### config.mk
export PLATFORM = sky130hd
export DESIGN_NAME = frog_hop_ctrl_flat
export DESIGN_NICKNAME = d
export VERILOG_FILES = /design/src/rtl/frog_hop_if.sv /design/src/rtl/frog_hop_ctrl.sv /design/src/flat_wrapper.sv
export SDC_FILE = /design/constraint.sdc
export NUM_CORES = 1
export LEC_CHECK = 0
export BUFFER_PORTS_ARGS = -buffer_cell sky130_fd_sc_hd__buf_2
export CAP_MARGIN = 10
export CORE_UTILIZATION = 50
export CTS_CLUSTER_DIAMETER = 200
export DETAILED_ROUTE_END_ITERATION = 7
export PLACE_DENSITY_LB_ADDON = 0.3
export SLEW_MARGIN = 20
export SYNTH_ARGS = -nofsm -noshare
export SYNTH_HDL_FRONTEND = slang
export SYNTH_SLANG_ARGS = --single-unit
### constraint.sdc
create_clock -name CLK -period 3.85 [get_ports CLK]
set_input_delay 0.1925 -clock CLK [delete_from_list [all_inputs] [get_ports CLK]]
set_output_delay 0.1925 -clock CLK [all_outputs]
set_load 0.05 [all_outputs]
### src/rtl/frog_hop_if.sv
// frog_hop_if: bundles the frame tick, freeze, raw key levels and the
// hop command outputs exchanged between the keypad side and frog_hop_ctrl.
//   timer_done   one-cycle frame tick
//   freeze       synchronous abort (mirrors frog_move reset_position)
//   key_*        raw key levels, already synchronised to CLK
//   left/right/up/down  direction commands, one-hot or all-zero
//   hop_active   high while a hop is in progress
//   hop_count    saturating count of completed "up" hops
interface frog_hop_if;
    logic       timer_done;
    logic       freeze;
    logic       key_left;
    logic       key_right;
    logic       key_up;
    logic       key_down;
    logic       left;
    logic       right;
    logic       up;
    logic       down;
    logic       hop_active;
    logic [7:0] hop_count;

    modport master (
        output timer_done, freeze, key_left, key_right, key_up, key_down,
        input  left, right, up, down, hop_active, hop_count
    );

    modport slave (
        input  timer_done, freeze, key_left, key_right, key_up, key_down,
        output left, right, up, down, hop_active, hop_count
    );
endinterface

### src/rtl/frog_hop_ctrl.sv
// frog_hop_ctrl: turns debounced key presses into fixed-length hops for
// frog_move. Each accepted press holds one direction line high for exactly
// HOP_TICKS frame ticks, followed by COOLDOWN_TICKS idle ticks. One press
// arriving while busy is buffered (last one wins).
//   CLK    system clock
//   RESET  synchronous, active-high reset
//   bus    frog_hop_if slave: tick/freeze/keys in, commands/status out
module frog_hop_ctrl #(
    parameter int HOP_TICKS      = 10,
    parameter int COOLDOWN_TICKS = 4,
    parameter int DEBOUNCE_TICKS = 3
) (
    input  logic        CLK,
    input  logic        RESET,
    frog_hop_if.slave   bus
);
    localparam int HW = (HOP_TICKS > 1) ? $clog2(HOP_TICKS) : 1;
    localparam int CW = (COOLDOWN_TICKS > 1) ? $clog2(COOLDOWN_TICKS) : 1;
    localparam int DW = $clog2(DEBOUNCE_TICKS + 1);
    localparam logic [HW-1:0] HOP_LAST  = HW'(HOP_TICKS - 1);
    localparam logic [CW-1:0] COOL_LAST = CW'((COOLDOWN_TICKS > 0) ? COOLDOWN_TICKS - 1 : 0);
    localparam logic [DW-1:0] DEB_MAX   = DW'(DEBOUNCE_TICKS);
    localparam logic [DW-1:0] DEB_PRE   = DW'(DEBOUNCE_TICKS - 1);

    typedef enum logic [1:0] {ST_IDLE = 2'd0, ST_HOP = 2'd1, ST_COOL = 2'd2} state_e;
    // Encoding doubles as the bit index into the key and output vectors.
    typedef enum logic [1:0] {DIR_UP = 2'd0, DIR_DOWN = 2'd1, DIR_LEFT = 2'd2, DIR_RIGHT = 2'd3} dir_e;

    state_e        state_q, state_d;
    dir_e          dir_q, dir_d;
    dir_e          pend_dir_q, pend_dir_d;
    logic          pend_valid_q, pend_valid_d;
    logic [HW-1:0] hop_cnt_q, hop_cnt_d;
    logic [CW-1:0] cool_cnt_q, cool_cnt_d;
    logic [7:0]    hop_count_q, hop_count_d;
    logic [DW-1:0] deb_cnt_q [4];
    logic [DW-1:0] deb_cnt_d [4];
    logic [3:0]    dir_out_q, dir_out_d;
    logic          hop_active_q, hop_active_d;

    logic [3:0]    keys_s;
    logic [3:0]    ev_s;
    logic          ev_any_s;
    dir_e          win_dir_s;
    logic          pv_s;
    dir_e          pd_s;
    logic          finish_s;

    assign keys_s = {bus.key_right, bus.key_left, bus.key_down, bus.key_up};

    // Per-key debounce counters; freeze holds them so a held key cannot retrigger.
    always_comb begin
        for (int i = 0; i < 4; i++) begin
            deb_cnt_d[i] = deb_cnt_q[i];
            ev_s[i]      = 1'b0;
            if (bus.freeze || !bus.timer_done) begin
                deb_cnt_d[i] = deb_cnt_q[i];
            end else if (keys_s[i]) begin
                ev_s[i] = (deb_cnt_q[i] == DEB_PRE);
                if (deb_cnt_q[i] != DEB_MAX) begin
                    deb_cnt_d[i] = deb_cnt_q[i] + DW'(1'b1);
                end else begin
                    deb_cnt_d[i] = deb_cnt_q[i];
                end
            end else begin
                deb_cnt_d[i] = '0;
            end
        end
    end

    // Coincident events resolve up > down > left > right.
    always_comb begin
        ev_any_s = |ev_s;
        if (ev_s[0]) begin
            win_dir_s = DIR_UP;
        end else if (ev_s[1]) begin
            win_dir_s = DIR_DOWN;
        end else if (ev_s[2]) begin
            win_dir_s = DIR_LEFT;
        end else begin
            win_dir_s = DIR_RIGHT;
        end
    end

    // Next-state and datapath for the IDLE/HOP/COOL sequencer.
    always_comb begin
        state_d      = state_q;
        dir_d        = dir_q;
        hop_cnt_d    = hop_cnt_q;
        cool_cnt_d   = cool_cnt_q;
        pend_valid_d = pend_valid_q;
        pend_dir_d   = pend_dir_q;
        hop_count_d  = hop_count_q;
        finish_s     = 1'b0;
        // Pending view including an event on this tick, so a press on a
        // completion tick is already visible to the completion decision.
        pv_s         = pend_valid_q | ev_any_s;
        pd_s         = ev_any_s ? win_dir_s : pend_dir_q;

        if (bus.freeze) begin
            state_d      = ST_IDLE;
            hop_cnt_d    = '0;
            cool_cnt_d   = '0;
            pend_valid_d = 1'b0;
            pend_dir_d   = DIR_UP;
        end else if (bus.timer_done) begin
            case (state_q)
                ST_IDLE: begin
                    if (pend_valid_q) begin
                        state_d      = ST_HOP;
                        dir_d        = pend_dir_q;
                        hop_cnt_d    = '0;
                        pend_valid_d = 1'b0;
                    end else if (ev_any_s) begin
                        state_d   = ST_HOP;
                        dir_d     = win_dir_s;
                        hop_cnt_d = '0;
                    end else begin
                        state_d = ST_IDLE;
                    end
                end
                ST_HOP: begin
                    pend_valid_d = pv_s;
                    pend_dir_d   = pd_s;
                    if (hop_cnt_q == HOP_LAST) begin
                        if (dir_q == DIR_UP && hop_count_q != 8'hFF) begin
                            hop_count_d = hop_count_q + 8'd1;
                        end else begin
                            hop_count_d = hop_count_q;
                        end
                        if (COOLDOWN_TICKS == 0) begin
                            finish_s = 1'b1;
                        end else begin
                            state_d    = ST_COOL;
                            cool_cnt_d = '0;
                        end
                    end else begin
                        hop_cnt_d = hop_cnt_q + HW'(1'b1);
                    end
                end
                ST_COOL: begin
                    pend_valid_d = pv_s;
                    pend_dir_d   = pd_s;
                    if (cool_cnt_q == COOL_LAST) begin
                        finish_s = 1'b1;
                    end else begin
                        cool_cnt_d = cool_cnt_q + CW'(1'b1);
                    end
                end
                default: begin
                    state_d = ST_IDLE;
                end
            endcase

            // Cooldown completion chains straight into the buffered press.
            if (finish_s) begin
                pend_valid_d = 1'b0;
                if (pv_s) begin
                    state_d   = ST_HOP;
                    dir_d     = pd_s;
                    hop_cnt_d = '0;
                end else begin
                    state_d = ST_IDLE;
                end
            end else begin
                finish_s = 1'b0;
            end
        end else begin
            state_d = state_q;
        end

        hop_active_d = (state_d == ST_HOP);
        dir_out_d    = (state_d == ST_HOP) ? (4'b0001 << dir_d) : 4'b0000;
    end

    // State, counters and registered command outputs.
    always_ff @(posedge CLK) begin
        if (RESET) begin
            state_q      <= ST_IDLE;
            dir_q        <= DIR_UP;
            pend_dir_q   <= DIR_UP;
            pend_valid_q <= 1'b0;
            hop_cnt_q    <= '0;
            cool_cnt_q   <= '0;
            hop_count_q  <= 8'd0;
            dir_out_q    <= 4'b0000;
            hop_active_q <= 1'b0;
            for (int i = 0; i < 4; i++) begin
                deb_cnt_q[i] <= '0;
            end
        end else begin
            state_q      <= state_d;
            dir_q        <= dir_d;
            pend_dir_q   <= pend_dir_d;
            pend_valid_q <= pend_valid_d;
            hop_cnt_q    <= hop_cnt_d;
            cool_cnt_q   <= cool_cnt_d;
            hop_count_q  <= hop_count_d;
            dir_out_q    <= dir_out_d;
            hop_active_q <= hop_active_d;
            for (int i = 0; i < 4; i++) begin
                deb_cnt_q[i] <= deb_cnt_d[i];
            end
        end
    end

    assign bus.up         = dir_out_q[0];
    assign bus.down       = dir_out_q[1];
    assign bus.left       = dir_out_q[2];
    assign bus.right      = dir_out_q[3];
    assign bus.hop_active = hop_active_q;
    assign bus.hop_count  = hop_count_q;
endmodule

### src/flat_wrapper.sv
// flat-port wrapper written by rule: the top's interface ports become plain ports
module frog_hop_ctrl_flat 
#(
    parameter int HOP_TICKS      = 10,
    parameter int COOLDOWN_TICKS = 4,
    parameter int DEBOUNCE_TICKS = 3
)
  (CLK, RESET, bus_timer_done, bus_freeze, bus_key_left, bus_key_right, bus_key_up, bus_key_down, bus_left, bus_right, bus_up, bus_down, bus_hop_active, bus_hop_count);
  frog_hop_if bus_i ();
  input  logic CLK;
  input  logic RESET;
  input wire logic [$bits(bus_i.timer_done)-1:0] bus_timer_done;
  input wire logic [$bits(bus_i.freeze)-1:0] bus_freeze;
  input wire logic [$bits(bus_i.key_left)-1:0] bus_key_left;
  input wire logic [$bits(bus_i.key_right)-1:0] bus_key_right;
  input wire logic [$bits(bus_i.key_up)-1:0] bus_key_up;
  input wire logic [$bits(bus_i.key_down)-1:0] bus_key_down;
  output wire logic [$bits(bus_i.left)-1:0] bus_left;
  output wire logic [$bits(bus_i.right)-1:0] bus_right;
  output wire logic [$bits(bus_i.up)-1:0] bus_up;
  output wire logic [$bits(bus_i.down)-1:0] bus_down;
  output wire logic [$bits(bus_i.hop_active)-1:0] bus_hop_active;
  output wire logic [$bits(bus_i.hop_count)-1:0] bus_hop_count;
  assign bus_i.timer_done = bus_timer_done;
  assign bus_i.freeze = bus_freeze;
  assign bus_i.key_left = bus_key_left;
  assign bus_i.key_right = bus_key_right;
  assign bus_i.key_up = bus_key_up;
  assign bus_i.key_down = bus_key_down;
  assign bus_left = bus_i.left;
  assign bus_right = bus_i.right;
  assign bus_up = bus_i.up;
  assign bus_down = bus_i.down;
  assign bus_hop_active = bus_i.hop_active;
  assign bus_hop_count = bus_i.hop_count;
  frog_hop_ctrl #(.HOP_TICKS(HOP_TICKS), .COOLDOWN_TICKS(COOLDOWN_TICKS), .DEBOUNCE_TICKS(DEBOUNCE_TICKS)) u_core (.CLK(CLK), .RESET(RESET), .bus(bus_i));
endmodule
==> results.cfg, run 1 <==
[run_status]
status = finished, final reports clean

[final_layout]
n_antenna_cell = 0
area_growth_pct = 13.95
stdcell_area_um2 = 2248
drive_gt1_share_pct = 16.60
nets = 282

[synthesis]
synth_cell_type_count = 48
synth_warnings = 0
synth_edf_count = 0
yosysTopAreaCell = dfxtp_1
synth_async_sr_flop_share_pct = 0
ys_top_cells_by_area = dfxtp_1, ha_1, nor2_1
synthFlopType = dfxtp_1
syn_area_um2 = 1973
synth_nets = 261
netlist.area_leader.share_pct = 34.50
synthCells = 237
synth_seq_cells = 34
synth-seq-area-share_pct = 34.50
syn_area_per_cell_um2 = 8.325

[power_and_ir_drop]
power_density_nw_per_um2 = 355.5
total_power_w = 0.0007994
ir_drop_mv = 0.2754
leakage_nw = 0.9263

[placement]
dpl_cell_area_um2 = 2106
port_buffers = 20
gp_congestion = 0.7890
dp_hpwl_um = 2790
detailedPlace.worstSlack_ns = 1.825

[clock_network]
path_clk_slew_ns = 0.07
clkSinkCount = 34
ctsResizeCount = 0
numCtsBuffers = 5
cts_setup_buffers = 0
cts_tree = done
cts_hold_buf = 0
htree_levels = 2
cts_buffer_depth = 2
insertion_delay_ns = 0.29
cts-root-buf = clkbuf_8

[sta]
fmax_mhz = 488.4
relSlewSlack_pct = 61.19
setup_ws_ns = 1.802
finalCriticalPeriod_ns = 2.048
skew_ns = 0.006127
finalCritPeriodShare_pct = 53.19
tightest_slew_ns = 0.5810
finalHoldViolations = 0
finalSetupViolations = 0
setup_tns_ns = 0
drv_slew = 0
rsz0062_at_grt = false

[setup_path]
path_cells = inv_1 -> ha_1 -> and2_1 -> a311o_1 -> o211a_1 -> o21ai_4 -> and3b_1
start_kind = flop
worst-endpoint-arrival_ns = 2.24
crit_slowest_cell = dfxtp_1
max_stage_delay_ns = 0.43
critPathKind = reg2reg
crit_family = compound AO/OA/AOI/OAI gates
worstPathRequired_ns = 4.04
cp_num_buf_inv = 1
cp-end-kind = flop
critPathMaxFanout = 6

[drt]
antenna_left = 0
via_per_inst = 5.547
drtIter0Drc = 123
wire_per_inst_um = 12.61
routed_wl_um = 3871
drc_errors = 0
via_count = 1703
firstDrtPassIters = 4

[floorplanning]
core_area_um2 = 3716
dieHeight_um = 64.82
die_area_um2 = 4202
fp.dieW_um = 64.82
placementRows = 22
num_io_pins = 21
start_util_pct = 53.10

[grt]
grt_pass1_vias = 1544
grt_pass1_wl_um = 6596
antenna_found_initial = 0
overflow = 0
grt_usage_pct = 20.31
grt_max_degree = 20

[run]
cap_violations = 0

[worst_hold_path]
hp-class = in2reg
## flip-flops by register name (all words and copies together), names as in the netlist
| name | flops |
|---|---|
| u_core.bus.hop_count | 8 |
| u_core.deb_cnt_q | 8 |
| u_core.dir_out_q | 4 |
| u_core.hop_cnt_q | 4 |
| u_core.cool_cnt_q | 2 |
| u_core.dir_q | 2 |
| u_core.pend_dir_q | 2 |
| u_core.state_q | 2 |
| u_core.bus.hop_active | 1 |
| u_core.pend_valid_q | 1 |
## worst paths after layout
check / end / depth (start not counted) / slack (ns) / startpoint
hold reg to reg: u_core.cool_cnt_q[1] / 2 / 0.46 / u_core.cool_cnt_q[1]
setup reg to reg: u_core.dir_out_q[0] / 7 / 1.80 / u_core.state_q[0]
hold / removal: u_core.bus.hop_count[6] / 2 / 0.27 / RESET
setup / recovery: u_core.dir_out_q[0] / 7 / 1.80 / u_core.state_q[0]
## routing by layer
metal | GRT usage, % | routed length (um)
met4 | 9.444 | 66
met2 | 33.07 | 1741
met5 | 0 | 0
met1 | 24.78 | 1836
met3 | 5.282 | 226
## synthesized netlist by cell type (4+ instances only)
cell type,instances
nor2_1,34
a21oi_1,20
nand3_1,10
buf_2,4
inv_1,12
nand3b_1,6
dfxtp_1,34
nand2_1,27
o21ai_0,4
nor3_1,12
xnor2_1,5
ha_1,16
## area by class of cell
| type | count | area, um2 |
|---|---|---|
| well taps | 48 | 60.06 |
| repair buffers | 20 | 100.1 |
| multi-input cells | 185 | 1220 |
| inverters | 12 | 45.04 |
| clock inverters | 2 | 60.06 |
| clock buffers | 6 | 82.58 |
| fillers | 337 | 1468 |
| flip-flops and latches | 34 | 680.7 |
## logic make-up (layout without fill, tap and decap cells)
family,Yosys count,after routing,share of synthesized area (%)
flops,34,34,34.50
xor+xnor,6,6,2.663
compound gates,52,52,21.18
fa+ha+maj,16,16,10.15
mux,1,1,0.5073
buf+inv,18,40,3.678
simple gates,110,110,27.33
## cells in the final DEF (no fill, tap or decap), types with 3 or more instances in the layout
cell	count
nor2_1	34
dfxtp_1	34
nand2_1	27
a21oi_1	20
buf_2	20
ha_1	16
inv_1	12
nor3_1	12
nand3_1	10
nand3b_1	6
clkbuf_8	6
xnor2_1	5
o21ai_0	4
nand4_1	3
or3_1	3
and2_1	3
## where the power goes
group	total (W)	leakage, nW	switching (W)	internal, W
sequential	0.000357	0.274	0.00000238	0.000354
clock	0.000408	0.0714	0.000132	0.000276
combinational	0.0000349	0.581	0.0000237	0.0000112
total	0.000799	0.926	0.000158	0.000641
## per-stage QoR
step	instances	util [%]	hold WS, ns
after floorplan	237	-	0.4292
after global placement	299	56.67	0.4429
after detailed placement	299	56.67	0.4588
after CTS	307	60.51	0.2746
after global routing	307	60.51	0.2895
final	307	60.51	0.2720
No activity file was read; power rests on OpenSTA's default activity.
==> run 2, diff against run 1 <==
==> constraint.sdc (replaced) <==
create_clock -name CLK -period 1.9 [get_ports CLK]
set_input_delay 0.095 -clock CLK [delete_from_list [all_inputs] [get_ports CLK]]
set_output_delay 0.095 -clock CLK [all_outputs]
set_load 0.05 [all_outputs]
==> run 2 against run 1 <==
Fmax increased by 11%. Final area increased by 10%. Sequential cell count unchanged. Final cell count increased by 7.5%. Critical path type unchanged. Combinational power increased to 2.7 times the previous value. Utilization increased by 6.3 points. Highest routed layer unchanged. Register-to-register slack got worse by 1.7 ns. Largest cell class unchanged. Wire length increased by 16%.
==> results.cfg, run 2 (synthesized netlist as in run 1, its figures left out) <==
[placement]
port_buffers = 20
placed_cells_incl_taps = 316
dp_hpwl_um = 3107
detailedPlace.worstSlack_ns = 0.02288
gp_congestion = 0.9201

[final_layout]
finalNonFillerCells = 330
layout_common_cells = nor2_1, dfxtp_1, nand2_1, buf_4
drive_gt1_share_pct = 30.85
n_antenna_cell = 0
nets = 305
area_growth_pct = 25.75
final_common_cell = nor2_1

[setup_path]
start_kind = flop
crit_cells = 7
crit_family = compound AO/OA/AOI/OAI gates
critPathKind = reg2reg
cp-end-kind = flop
crit_slowest_cell = dfxtp_2
max_stage_delay_ns = 0.36
worst-endpoint-arrival_ns = 2.07
critPathMaxFanout = 6
path_cells = inv_2 -> ha_4 -> a22oi_4 -> a21oi_4 -> o22a_4 -> o311ai_4 -> nor3b_2
cp_num_buf_inv = 1
r2r_cells = 7
worstPathRequired_ns = 2.12

[power_and_ir_drop]
leakage_nw = 1.010
total_power_w = 0.001378
power_density_nw_per_um2 = 555.3
ir_drop_mv = 0.3634

[clock_network]
cts_buffer_depth = 2
cts_hold_buf = 0
clkSinkCount = 34
cts-root-buf = clkbuf_8
path_clk_slew_ns = 0.07
insertion_delay_ns = 0.29
numCtsBuffers = 5
htree_levels = 2
cts_tree = done

[floorplanning]
start_util_pct = 53.10
num_io_pins = 21
dieHeight_um = 64.82
placementRows = 22
die_area_um2 = 4202
fp.dieW_um = 64.82
core_area_um2 = 3716

[sta]
finalSetupViolations = 0
finalCriticalPeriod_ns = 1.846
tightest_slew_ns = 0.4719
drv_slew = 0
finalCritPeriodShare_pct = 97.16
hold_slack_ns = 0.1863
relSlewSlack_pct = 68.30
setup_ws_ns = 0.05400
skew_ns = 0.004545
rsz0062_at_grt = true
finalHoldViolations = 0
fmax_mhz = 541.7

[drt]
routed_wl_um = 4496
antenna_left = 0
drtIter0Drc = 95
via_count = 1834
via_per_inst = 5.558
drc_errors = 0
firstDrtPassIters = 4
wire_per_inst_um = 13.62

[run_status]
status = finished, final reports clean

[grt]
grt_usage_pct = 22.59
antenna_found_initial = 0
grt_max_degree = 19
overflow = 0
grt_pass1_wl_um = 7369
grt_pass1_vias = 1725

[worst_hold_path]
hp-class = in2reg
holdPathStages = 3

[run]
cap_violations = 0
## run 2: worst register-to-register path, stage by stage (launching register included)
cell	delay, ns
dfxtp_2	0.36
inv_2	0.05
ha_4	0.16
a22oi_4	0.26
a21oi_4	0.12
o22a_4	0.27
o311ai_4	0.34
nor3b_2	0.21
## run 2: layer usage
metal | vias up | GRT usage (%) | wire (um)
li1 | 926 | - | -
met1 | 866 | 28.45 | 2145
met2 | 36 | 35.81 | 2103
met3 | 6 | 6.866 | 193
met4 | 0 | 8.611 | 54
met5 | - | 0 | 0
## run 2: through the flow
stage | setup TNS [ns] | utilization, % | area, um2
2_1_floorplan | 0 | - | 1973
3_3_place_gp | 0 | 60.10 | 2233
3_5_place_dp | 0 | 60.10 | 2233
4_1_cts | 0 | 62.66 | 2328
5_1_grt | -0.04786 | 66.77 | 2481
6_report | 0 | 66.77 | 2481
## run 2: worst paths after layout
path,from,endpoint,slack (ns)
setup reg to reg,u_core.deb_cnt_q[0][6],u_core.dir_out_q[2],0.05
setup / recovery,u_core.deb_cnt_q[0][6],u_core.dir_out_q[2],0.05
hold / removal,RESET,u_core.cool_cnt_q[0],0.19
hold reg to reg,u_core.cool_cnt_q[1],u_core.cool_cnt_q[1],0.48
## run 2: what timing repair did
item | CTS | global route
pin swaps | 2 | 7
setup endpoints to repair | 1 | 17
setup buffers | 0 | 6
gates resized for setup | 0 | 28
## run 2: area by class of cell
class	instances	area (um2)
Multi-Input combinational cell	185	1316
Timing Repair Buffer	43	276.5
Sequential cell	34	688.2
Clock inverter	2	12.51
Tap cell	48	60.06
Fill cell	308	1235
Clock buffer	6	82.58
Inverter	12	45.04
## run 2: where the power goes
part           switching (W)   total, W  leakage (nW)  internal, W
logic              0.0000578  0.0000945         0.686    0.0000367
registers         0.00000474   0.000723         0.277     0.000718
clock network       0.000269   0.000560        0.0472     0.000291
==> run 3, diff against run 2 <==
--- a/config.mk
+++ b/config.mk
@@ -11,6 +11,7 @@
 export CTS_CLUSTER_DIAMETER = 200
 export DETAILED_ROUTE_END_ITERATION = 7
 export PLACE_DENSITY_LB_ADDON = 0.3
+export RECOVER_POWER = 50
 export SLEW_MARGIN = 20
 export SYNTH_ARGS = -nofsm -noshare
 export SYNTH_HDL_FRONTEND = slang
==> run 3 against run 2 <==
Setup slack hardly changed. Sequential cell count stayed put. Clock power hardly changed. Utilization is 0.34 points lower. Final cell count stayed put. First-iteration DRC count is 9.5% lower. Final area is 0.50% lower. Die area stayed put. Clock skew hardly changed. Via count is 0.16% higher. Global-route usage stayed put. Total power hardly changed. Critical path type unchanged. Largest cell class unchanged. Largest power group unchanged.
==> results.cfg, run 3 (synthesized netlist as in run 1, its figures left out) <==
[power_and_ir_drop]
power_density_nw_per_um2 = 558.2
total_power_w = 0.001378
leakage_nw = 0.9660
ir_drop_mv = 0.3647

[drt]
via_count = 1837
firstDrtPassIters = 4
drc_errors = 0
drtIter0Drc = 86
routed_wl_um = 4502
wire_per_inst_um = 13.64
antenna_left = 0
via_per_inst = 5.567

[grt]
grt_max_degree = 19
grt_usage_pct = 22.59
overflow = 0
grt_pass1_wl_um = 7369
antenna_found_initial = 0
grt_pass1_vias = 1725

[floorplanning]
start_util_pct = 53.10
fp.dieW_um = 64.82
placementRows = 22
dieHeight_um = 64.82
die_area_um2 = 4202
core_area_um2 = 3716
num_io_pins = 21

[sta]
skew_ns = 0.004468
setup_tns_ns = 0
finalSetupViolations = 0
relSlewSlack_pct = 59.72
finalHoldViolations = 0
rsz0062_at_grt = true
fmax_mhz = 541.7
tightest_slew_ns = 0.6068
finalCritPeriodShare_pct = 97.15
drv_slew = 0
finalCriticalPeriod_ns = 1.846
hold_slack_ns = 0.1860

[setup_path]
worst-endpoint-arrival_ns = 2.07
critPathKind = reg2reg
cp-end-kind = flop
worstPathRequired_ns = 2.12
start_kind = flop
critPathMaxFanout = 6

[placement]
gp_congestion = 0.9201
port_buffers = 20
dp_hpwl_um = 3107

[run]
cap_violations = 0

[final_layout]
multi_input_area_um2 = 1316
drive_gt1_share_pct = 27.30
area_growth_pct = 25.11
nets = 305
regArea_um2 = 688.2
n_antenna_cell = 0
final_common_cell = nor2_1
layout_common_cells = nor2_1, dfxtp_1, nand2_1, buf_4, a21oi_1
fillCellCount = 303

[clock_network]
cts_buffer_depth = 2
insertion_delay_ns = 0.29
htree_levels = 2
numCtsBuffers = 5
path_clk_slew_ns = 0.07
cts-root-buf = clkbuf_8
clkSinkCount = 34
cts_tree = done

[worst_hold_path]
hp-class = in2reg

[run_status]
status = finished, final reports clean
run 3: changes by cell type in the layout (fill, tap and decap cells not counted):
| cell | delta |
|---|---|
| clkbuf_1 | +10 |
| buf_2 | -10 |
run 3: per-layer routing:
metal	up-vias	GRT usage, %	part of all wire (%)
met1	870	28.45	48
met3	6	6.866	4.1
li1	925	-	-
met4	0	8.611	1.2
met5	-	0	0
met2	36	35.81	47
run 3: area by class of cell:
class / count / share of cell area, %
Multi-Input combinational cell: 185 / 53.32
Sequential cell: 34 / 27.88
Timing Repair Buffer: 43 / 10.69
Clock buffer: 6 / 3.345
Tap cell: 48 / 2.433
Inverter: 12 / 1.825
Clock inverter: 2 / 0.5068
run 3: stage by stage:
step	setup slack, ns	cells	area, um2	utilization (%)
2_1_floorplan	0.002951	237	1973	-
6_report	0.05408	330	2469	66.43
3_5_place_dp	0.02288	316	2233	60.10
5_1_grt	-0.03790	330	2469	66.43
3_3_place_gp	0.06156	316	2233	60.10
4_1_cts	0.01356	324	2328	62.66
run 3: worst paths after layout:
kind	start	endpoint	slack, ns	cells past startpoint
worst max-delay path	u_core.deb_cnt_q[0][6]	u_core.dir_out_q[2]	0.05	7
worst min-delay path	RESET	u_core.cool_cnt_q[0]	0.19	3
worst max register to register	u_core.deb_cnt_q[0][6]	u_core.dir_out_q[2]	0.05	7
worst min register to register	u_core.cool_cnt_q[1]	u_core.cool_cnt_q[1]	0.48	2
run 3: critical path, stage by stage, from the launching register on:
cell	delay [ns]
dfxtp_2	0.36
inv_2	0.05
ha_4	0.16
a22oi_4	0.26
a21oi_4	0.11
o22a_4	0.27
o311ai_4	0.34
nor3b_2	0.21
run 3: timing repair:
action                                 CTS  global route
pin swaps                                2             7
endpoints found under the hold margin    0             0
hold buffers                             0             0
buffers inserted                         0             6
resized for setup                        0            28
cloned                                   0             0
setup endpoints to repair                1            17
run 3: power by group:
group | switching [W] | internal, W
registers | 0.00000475 | 0.000718
logic | 0.0000579 | 0.0000367
clock network | 0.000269 | 0.000291
total | 0.000332 | 0.00105
